File: config.mk
export PLATFORM = sky130hd
export DESIGN_NAME = mpf_svc_vtp_l1_miss_coalesce
export DESIGN_NICKNAME = d
export VERILOG_FILES = /design/src/rtl/mpf_svc_vtp_l1_miss_coalesce.sv
export SDC_FILE = /design/constraint.sdc
export NUM_CORES = 1
export LEC_CHECK = 0
export BUFFER_PORTS_ARGS = -buffer_cell sky130_fd_sc_hd__buf_2
export CAP_MARGIN = 20
export CORE_MARGIN = 2
export CORE_UTILIZATION = 30
export DETAILED_ROUTE_END_ITERATION = 10
export GPL_TIMING_DRIVEN = 0
export HOLD_SLACK_MARGIN = 0.12
export SLEW_MARGIN = 40
export SYNTH_ARGS = -nofsm -noshare
export SYNTH_HDL_FRONTEND = slang
export SYNTH_SLANG_ARGS = --single-unit
File: constraint.sdc
create_clock -name clk -period 5.8 [get_ports clk]
set_input_delay 0.29 -clock clk [delete_from_list [all_inputs] [get_ports clk]]
set_output_delay 0.29 -clock clk [all_outputs]
set_load 0.02 [all_outputs]
File: src/rtl/mpf_svc_vtp_l1_miss_coalesce.sv
// mpf_svc_vtp_l1_miss_coalesce: in-order L1 miss buffer issuing one L2 lookup per same-page run.
// Define MPF_VTP_L1_MISS_COALESCE_EN to enable leader/follower coalescing; otherwise every miss is a leader.
module mpf_svc_vtp_l1_miss_coalesce #(
   parameter int DEPTH = 16,
   parameter int MAX_L2_OUTSTANDING = 8,
   parameter int OPAQUE_BITS = 8,
   parameter int VA_IDX_BITS = 36,
   parameter int PA_IDX_BITS = 28
) (
   input  logic                   clk,
   input  logic                   reset_n,
   input  logic                   reqEn,
   input  logic [VA_IDX_BITS-1:0] reqVA,
   input  logic [OPAQUE_BITS-1:0] reqOpaque,
   output logic                   notFull,
   output logic                   notEmpty,
   input  logic                   tlbInval,
   output logic                   l2ReqEn,
   output logic [VA_IDX_BITS-1:0] l2ReqVA,
   input  logic                   l2ReqRdy,
   input  logic                   l2RspEn,
   input  logic [PA_IDX_BITS-1:0] l2RspPA,
   input  logic                   l2RspBigPage,
   input  logic                   l2RspError,
   output logic                   rspValid,
   output logic [PA_IDX_BITS-1:0] rspPA,
   output logic                   rspBigPage,
   output logic                   rspError,
   output logic [OPAQUE_BITS-1:0] rspOpaque,
   input  logic                   rspWaitRequest
);
   localparam int AW = $clog2(DEPTH);
   localparam int CW = AW + 1;
   localparam int RW = (MAX_L2_OUTSTANDING > 1) ? $clog2(MAX_L2_OUTSTANDING) : 1;
   localparam int OW = $clog2(MAX_L2_OUTSTANDING + 1);
   localparam int TW = PA_IDX_BITS + 2;

   logic [OPAQUE_BITS:0]   ent_mem [DEPTH];
   logic [VA_IDX_BITS-1:0] iss_mem [DEPTH];
   logic [TW-1:0]          res_mem [MAX_L2_OUTSTANDING];

   logic [AW-1:0] ent_wp_q, ent_wp_d, ent_rp_q, ent_rp_d, iss_wp_q, iss_wp_d, iss_rp_q, iss_rp_d;
   logic [CW-1:0] ent_cnt_q, ent_cnt_d, iss_cnt_q, iss_cnt_d;
   logic [RW-1:0] res_wp_q, res_wp_d, res_rp_q, res_rp_d;
   logic [OW-1:0] res_cnt_q, res_cnt_d, out_cnt_q, out_cnt_d;
   logic [TW-1:0] last_rsp_q, last_rsp_d, rsp_q, rsp_d, res_head;
   logic [OPAQUE_BITS-1:0] rsp_opq_q, rsp_opq_d;
   logic rsp_vld_q, rsp_vld_d;
   logic accept, leader, iss_push, iss_pop, head_lead, out_pop, res_pop;

`ifdef MPF_VTP_L1_MISS_COALESCE_EN
   logic [VA_IDX_BITS-1:0] last_va_q, last_va_d;
   logic last_va_vld_q, last_va_vld_d;
   // A shootdown forces a fresh lookup even for a repeat of the last page.
   always_comb begin
      leader = tlbInval || !(last_va_vld_q && reqVA == last_va_q);
      last_va_d = (accept && leader) ? reqVA : last_va_q;
      last_va_vld_d = (accept && leader) || (last_va_vld_q && !tlbInval);
   end
   always_ff @(posedge clk) begin
      last_va_q <= last_va_d;
      last_va_vld_q <= reset_n ? last_va_vld_d : 1'b0;
   end
`else
   logic unused_inval;
   assign unused_inval = tlbInval;
   always_comb leader = 1'b1;
`endif

   always_comb begin
      notFull = ent_cnt_q != CW'(DEPTH);
      accept = reqEn && notFull;
      iss_push = accept && leader;
      iss_pop = iss_cnt_q != '0 && l2ReqRdy && out_cnt_q != OW'(MAX_L2_OUTSTANDING);
      head_lead = ent_mem[ent_rp_q][OPAQUE_BITS];
      res_head = res_mem[res_rp_q];
      // Followers reuse the latched leader result, so only leaders wait on L2.
      out_pop = ent_cnt_q != '0 && !rspWaitRequest && (!head_lead || res_cnt_q != '0);
      res_pop = out_pop && head_lead;
      ent_wp_d = ent_wp_q + AW'(accept);
      ent_rp_d = ent_rp_q + AW'(out_pop);
      ent_cnt_d = ent_cnt_q + CW'(accept) - CW'(out_pop);
      iss_wp_d = iss_wp_q + AW'(iss_push);
      iss_rp_d = iss_rp_q + AW'(iss_pop);
      iss_cnt_d = iss_cnt_q + CW'(iss_push) - CW'(iss_pop);
      res_wp_d = !l2RspEn ? res_wp_q : (res_wp_q == RW'(MAX_L2_OUTSTANDING - 1) ? '0 : res_wp_q + 1'b1);
      res_rp_d = !res_pop ? res_rp_q : (res_rp_q == RW'(MAX_L2_OUTSTANDING - 1) ? '0 : res_rp_q + 1'b1);
      res_cnt_d = res_cnt_q + OW'(l2RspEn) - OW'(res_pop);
      out_cnt_d = out_cnt_q + OW'(iss_pop) - OW'(res_pop);
      last_rsp_d = res_pop ? res_head : last_rsp_q;
      rsp_vld_d = out_pop;
      rsp_d = out_pop ? last_rsp_d : rsp_q;
      rsp_opq_d = out_pop ? ent_mem[ent_rp_q][OPAQUE_BITS-1:0] : rsp_opq_q;
   end

   always_ff @(posedge clk) begin
      if (accept) ent_mem[ent_wp_q] <= {leader, reqOpaque};
      if (iss_push) iss_mem[iss_wp_q] <= reqVA;
      if (l2RspEn) res_mem[res_wp_q] <= {l2RspPA, l2RspBigPage, l2RspError};
   end

   always_ff @(posedge clk) begin
      if (!reset_n) begin
         ent_wp_q <= '0;
         ent_rp_q <= '0;
         ent_cnt_q <= '0;
         iss_wp_q <= '0;
         iss_rp_q <= '0;
         iss_cnt_q <= '0;
         res_wp_q <= '0;
         res_rp_q <= '0;
         res_cnt_q <= '0;
         out_cnt_q <= '0;
         rsp_vld_q <= 1'b0;
      end else begin
         ent_wp_q <= ent_wp_d;
         ent_rp_q <= ent_rp_d;
         ent_cnt_q <= ent_cnt_d;
         iss_wp_q <= iss_wp_d;
         iss_rp_q <= iss_rp_d;
         iss_cnt_q <= iss_cnt_d;
         res_wp_q <= res_wp_d;
         res_rp_q <= res_rp_d;
         res_cnt_q <= res_cnt_d;
         out_cnt_q <= out_cnt_d;
         rsp_vld_q <= rsp_vld_d;
      end
      last_rsp_q <= last_rsp_d;
      rsp_q <= rsp_d;
      rsp_opq_q <= rsp_opq_d;
   end

   assign l2ReqEn = iss_pop;
   assign l2ReqVA = iss_mem[iss_rp_q];
   assign notEmpty = ent_cnt_q != '0 || out_cnt_q != '0 || rsp_vld_q;
   assign rspValid = rsp_vld_q;
   assign {rspPA, rspBigPage, rspError} = rsp_q;
   assign rspOpaque = rsp_opq_q;
endmodule
# Word-level counts from Yosys, hierarchy flattened
# Memories as Yosys holds them, arrays and structs flattened. A register that Yosys moved wholly into a read port is not among the register bits.
# Index checks and enable logic that the tools add are counted.
# classes
add_sub_neg	14
mul	0
div	0
magnitude_cmp	0
n_eq_ne	4
n_shift	0
muxes	10
n_bitwise	0
n_reduce_logical	15
# op_table
operator	n
30-bit two-way mux	1
4-bit by 1-bit adder with 4-bit output	6
3-bit two-way mux	4
5-bit by 1-bit adder with 5-bit output	2
5-bit nonzero test	2
5-bit by 1-bit subtractor with 5-bit output	2
4-bit nonzero test	2
4-bit by 1-bit subtractor with 4-bit output	2
3-bit by 1-bit adder with 3-bit output, second input constant	2
3-bit equality test, second input constant	2
1-bit logical AND	5
5-bit inequality test, second input constant	1
1-bit two-way mux	4
4-bit two-way mux	1
4-bit inequality test, second input constant	1
1-bit logical OR	3
1-bit logical AND, second input constant	1
1-bit zero test	1
1-bit zero test, first input constant	1
# totals
reg_bits	101
latch_bits	0
mem_bits_rw	944
mem_bits_ro	0
inputBits	81
wordCells	59
n_memories	3
# memory_table
memory	depth	word_bits	read_ports	rd_clocked_by_memory_dff	wr	line_no	text
iss_mem	16	36	1	1	1	39	logic [VA_IDX_BITS-1:0] iss_mem [DEPTH];
res_mem	8	30	1	1	1	40	logic [TW-1:0] res_mem [MAX_L2_OUTSTANDING];
ent_mem	16	8	1	1	1	38	logic [OPAQUE_BITS:0] ent_mem [DEPTH];

# Longest topological paths before layout
# depth
word_depth	6
ltp_mapped	15
mapped_depth_nobuf	13

# Worst setup path before layout
# Ideal clock, no wire load.
# synth_path
path_type	reg-to-reg
from	register ent_cnt_q[2]
to	memory iss_mem[0][0] (enable)
setup_ns	0.474
arrival_time_ns	3.825
required_ns	5.326
slack_ns	1.501
stages_incl_launch_ff	7
period_less_slack_ns	4.299
cell_sequence	dfxtp_1 -> inv_1 -> ha_1 -> nand4bb_1 -> nand2_1 -> or3_1 -> nor3_1
# synth_via
elab_chain_cells	4
# synth_lines
element	line_no	text
start: declaration	43	logic [CW-1:0] ent_cnt_q, ent_cnt_d, iss_cnt_q, iss_cnt_d;
start signal: assignment	118	ent_cnt_q <= ent_cnt_d;
5-bit inequality test	71	notFull = ent_cnt_q != CW'(DEPTH);
net notFull	15	output logic notFull,
1-bit logical AND	72	accept = reqEn && notFull;
1-bit two-way mux	98	if (iss_push) iss_mem[iss_wp_q] <= reqVA;
1-bit two-way mux (implied by the code)	98	
end: declaration	39	
# The timed path passes the listed nets, and every way through them passes these cells.

# Worst setup path after layout
# layout_path
from	register ent_cnt_q[2]
to	register ent_cnt_q[4]
# layout_via
elab_chain_cells	4
word_cells_on_any_way	7
classes_between	add/sub: 2; eq/ne: 1; reduce/logical: 4
# layout_lines
element	line_no	text
5-bit nonzero test	78	out_pop = ent_cnt_q != '0 && !rspWaitRequest && (!head_lead || res_cnt_q != '0);
1-bit logical AND (2 in series)	78	
net out_pop	49	logic accept, leader, iss_push, iss_pop, head_lead, out_pop, res_pop;
5-bit by 1-bit subtractor with 5-bit output	82	ent_cnt_d = ent_cnt_q + CW'(accept) - CW'(out_pop);
# The timed path passes the listed nets, and every way through them passes these cells.
# A chain may end at the register's enable or synchronous reset.

==> flow_results.xml <==
<?xml version="1.0" encoding="UTF-8"?>
<metrics>
  <group name="power">
    <metric name="netSwitchingFraction" unit="">0.2761</metric>
    <metric name="total_power_density_per_cell_area" unit="mW/mm²">423.3</metric>
    <metric name="netSwitchingPower" unit="mW">5.698</metric>
    <metric name="share_clk_of_total_power" unit="">0.336</metric>
    <metric name="total_power" unit="mW">20.63</metric>
    <metric name="internal_power" unit="mW">14.94</metric>
    <metric name="leakagePower" unit="nW">15.70</metric>
    <metric name="combinationalPowerShare" unit="">0.224</metric>
    <metric name="p_seq_frac" unit="">0.440</metric>
    <metric name="ir_worst_vdd" unit="µV">371.2</metric>
  </group>
  <group name="clocking">
    <metric name="clkSlewWorstSetupHoldPaths" unit="ps">60</metric>
    <metric name="cts.sink_count" unit="">1056</metric>
    <metric name="numCtsBuffers" unit="">107</metric>
    <metric name="clock_latency" unit="ps">730</metric>
    <metric name="max_root_sink_buffers" unit="">3</metric>
    <metric name="tritoncts_clock_tree" unit="">built</metric>
    <metric name="clock-root-buffer" unit="">clkbuf_16</metric>
    <metric name="cts_hold_repair.buffers" unit="">78</metric>
    <metric name="cts.htree.levels" unit="">3</metric>
    <metric name="post_cts_buffers" unit="">0</metric>
    <metric name="postCtsResizedCells" unit="">0</metric>
  </group>
  <group name="route">
    <metric name="via_density" unit="">4.761</metric>
    <metric name="drc_errors" unit="">0</metric>
    <metric name="routed_wl" unit="µm">94110</metric>
    <metric name="antenna_left" unit="">0</metric>
    <metric name="dr_total_vias" unit="">19664</metric>
    <metric name="detailedRoute.firstPassIterationCount" unit="">7</metric>
    <metric name="post_drt_wl_per_cell" unit="µm">22.79</metric>
    <metric name="drtIter0Drc" unit="">1964</metric>
  </group>
  <group name="logic_synthesis">
    <metric name="yosysUniqueCellTypes" unit="">36</metric>
    <metric name="net_count_after_synthesis" unit="">1960</metric>
    <metric name="syn-mean-instance-area" unit="µm²">21.56</metric>
    <metric name="synth.cell_area" unit="mm²">0.03966</metric>
    <metric name="syn-instance-count" unit="">1840</metric>
    <metric name="synth.yosys.seq_area_share" unit="">0.7808</metric>
    <metric name="ys.warnings.count" unit="">0</metric>
    <metric name="synth.ff_latch_count" unit="">1056</metric>
  </group>
  <group name="floorplan">
    <metric name="io_pins" unit="">159</metric>
    <metric name="placement_rows" unit="">133</metric>
    <metric name="die-height" unit="µm">367.6</metric>
    <metric name="die-width" unit="µm">367.6</metric>
    <metric name="initial_utilization" unit="">0.3021</metric>
    <metric name="design.core.area" unit="mm²">0.1313</metric>
    <metric name="floorplan.die_area" unit="mm²">0.1351</metric>
  </group>
  <group name="finish">
    <metric name="nets_final" unit="">2398</metric>
    <metric name="post_route_cells_drive_above_1_share" unit="">0.3059</metric>
    <metric name="final_std_cells_w_o_fill" unit="">4130</metric>
    <metric name="layout-area-overhead-vs-synth" unit="%">22.90</metric>
    <metric name="design_area" unit="mm²">0.04875</metric>
    <metric name="final_util" unit="">0.3713</metric>
  </group>
  <group name="timing">
    <metric name="period_minus_slack" unit="ps">3635</metric>
    <metric name="min_period_over_period" unit="">0.6268</metric>
    <metric name="rsz_0062_raised_after_global_routing" unit="">no</metric>
    <metric name="setup_total_negative_slack" unit="ps">0</metric>
    <metric name="finalClockSkew" unit="ps">41.62</metric>
    <metric name="final_number_of_hold_violating_endpoints" unit="">0</metric>
    <metric name="fmax" unit="MHz">275.1</metric>
    <metric name="worst_slew_margin_rel" unit="">0.4459</metric>
    <metric name="timing_max_transition_violations_final" unit="">0</metric>
    <metric name="setup_slack_after_layout" unit="ps">2165</metric>
    <metric name="worst_hold_slack" unit="ps">276.5</metric>
    <metric name="worst_pin_slew" unit="ps">831.1</metric>
    <metric name="setup_violations" unit="">0</metric>
  </group>
  <group name="placement">
    <metric name="post_dp_cell_area" unit="mm²">0.04439</metric>
    <metric name="globalplace.congestion" unit="">0.7376</metric>
    <metric name="portBuffers" unit="">157</metric>
    <metric name="dp_slack" unit="ps">2136</metric>
    <metric name="number_of_cells_after_detailed_placement" unit="">3846</metric>
    <metric name="detailed_place_hpwl" unit="µm">63550</metric>
  </group>
  <group name="outcome">
    <metric name="status" unit="">finished clean</metric>
  </group>
  <group name="global_routing">
    <metric name="grt_pass1_vias" unit="">20774</metric>
    <metric name="grt_max_degree" unit="">35</metric>
    <metric name="grt_remaining_overflow" unit="">0</metric>
    <metric name="grt_pass1_wl" unit="µm">137300</metric>
    <metric name="initial_antenna_violation_count" unit="">12</metric>
    <metric name="track_usage" unit="">0.1382</metric>
  </group>
  <group name="job">
    <metric name="timing.max_cap.violations" unit="">0</metric>
  </group>
  <group name="critical_path">
    <metric name="critical_path_depth" unit="">15</metric>
    <metric name="crit_slowest_cell" unit="">clkbuf_4</metric>
    <metric name="cp_num_buf_inv" unit="">5</metric>
    <metric name="worst-endpoint-arrival" unit="ps">4210</metric>
    <metric name="largest_fanout_on_the_critical_path" unit="">18</metric>
    <metric name="critPathMaxStageDelay" unit="ps">440</metric>
    <metric name="worstSetupEndpointType" unit="">flip-flop</metric>
    <metric name="crit_type" unit="">reg2reg</metric>
    <metric name="critical_path.cell_chain" unit="">inv_1 -&gt; ha_1 -&gt; nor4b_2 -&gt; nor3_1 -&gt; buf_2 -&gt; clkbuf_4 -&gt; ha_1 -&gt; inv_1 -&gt; ha_1 -&gt; inv_1 -&gt; fa_1 -&gt; nand2b_1 -&gt; a21oi_1 -&gt; o21ai_0 -&gt; nor3b_1</metric>
    <metric name="top_family_by_delay_on_critical_path" unit="">adder cells</metric>
    <metric name="cp.required" unit="ps">6380</metric>
    <metric name="r2r_cells" unit="">15</metric>
    <metric name="start_kind" unit="">flip-flop</metric>
  </group>
  <group name="worst_hold_path">
    <metric name="hold_path_class" unit="">in2reg</metric>
    <metric name="hold_depth" unit="">5</metric>
  </group>
</metrics>
[worst min-delay path: stages]
cell      delay (ps)
buf_2            100
inv_1             70
a211oi_2          90
ha_1             280
and2_1           110
[placed cells by master, fill, tap and decap left out, types with 18 or more instances in the layout]
master and instances:
nand2_1 50, inv_1 29, buf_16 41, ha_1 35, mux4_2 236, buf_4 24, dlygate4sd3_1 78, clkinv_2 23
nor2_1 69, a21oi_1 39, nor2_4 18, clkbuf_16 109, edfxtp_1 982, clkbuf_1 52, mux2i_1 33, dfxtp_1 74
a22oi_1 88, buf_2 210, clkinv_1 28
[cells in the mapped netlist]
master,instances,area (µm²)
edfxtp_1,982,29490
mux4_2,236,5315
nor2_1,90,337.8
a22oi_1,88,660.6
dfxtp_1,74,1481
nand2_1,50,187.7
a21oi_1,39,195.2
clkbuf_1,39,146.4
ha_1,35,437.9
mux2i_1,33,330.3
inv_1,29,108.9
buf_2,27,135.1
and2_1,15,93.84
buf_1,15,56.30
nor3_1,13,65.06
xnor2_1,11,96.34
nand2b_1,10,62.56
buf_6,7,78.83
xor2_1,7,61.31
nand3_1,6,30.03
nand3b_1,5,37.54
a21o_1,4,30.03
fa_1,4,80.08
nor2b_1,4,25.02
nor3b_1,3,22.52
inv_2,2,7.510
o21ai_0,2,10.01
or3_1,2,12.51
a211oi_1,1,7.510
buf_4,1,7.510
clkbuf_2,1,5.000
nand4b_1,1,8.760
nand4bb_1,1,11.26
nor4_1,1,6.260
nor4b_1,1,8.760
nor4b_2,1,15.01
[state kept, by name (all words and copies together) (netlist names), 5 cells and up, named ones only]
register / flops
rspOpaque: 8
iss_mem: 576
res_mem: 240
last_rsp_q: 30
rsp_q: 30
iss_cnt_q: 5
ent_mem: 128
ent_cnt_q: 5
[final timing paths]
check                 startpoint  slack, ps        endpoint
setup / recovery    ent_cnt_q[2]       2160    ent_cnt_q[4]
hold / removal          l2ReqRdy        280    out_cnt_q[0]
setup reg to reg    ent_cnt_q[2]       2160    ent_cnt_q[4]
hold reg to reg   last_rsp_q[21]        490  last_rsp_q[21]
[kinds of logic after synthesis]
kind of cell	after synthesis	share of synthesized area
buffers and inverters	121	0.01375
AOI/OAI and AO/OA	134	0.02278
adders and majority gates	39	0.01306
DFF	1056	0.7808
muxes	269	0.1423
and+or+nand+nor	203	0.02331
xor gates and xnor gates	18	0.003975
[metal layers]
metal	GRT usage	share of wire	up-vias
li1	-	-	8482
met1	0.1760	0.41	10364
met2	0.2335	0.50	629
met3	0.03559	0.066	173
met4	0.03720	0.023	16
met5	0	0.00091	-
[power groups by stage]
stage / Clock [mW] / Combinational (mW) / Sequential (mW)
6_report: 6.93 / 4.62 / 9.08
5_1_grt: 7.38 / 4.99 / 9.12
4_1_cts: 7.07 / 4.72 / 9.09
3_5_place_dp: 0 / 4.64 / 9.24
3_3_place_gp: 0 / 4.42 / 9.26
2_1_floorplan: 0 / 2.96 / 9.34
[final cells by class]
type / count / area [µm²]
inverter: 31 / 116.4
timing repair buffer: 329 / 3103
fill: 11776 / 82550
sequential: 1056 / 30970
buffer: 90 / 445.4
clock inverter: 76 / 768.2
clock buffer: 128 / 2799
multi-input combinational: 663 / 8347
tap: 1755 / 2196
antenna: 2 / 5.005
Note: power is estimated with default switching activity, not from simulation.
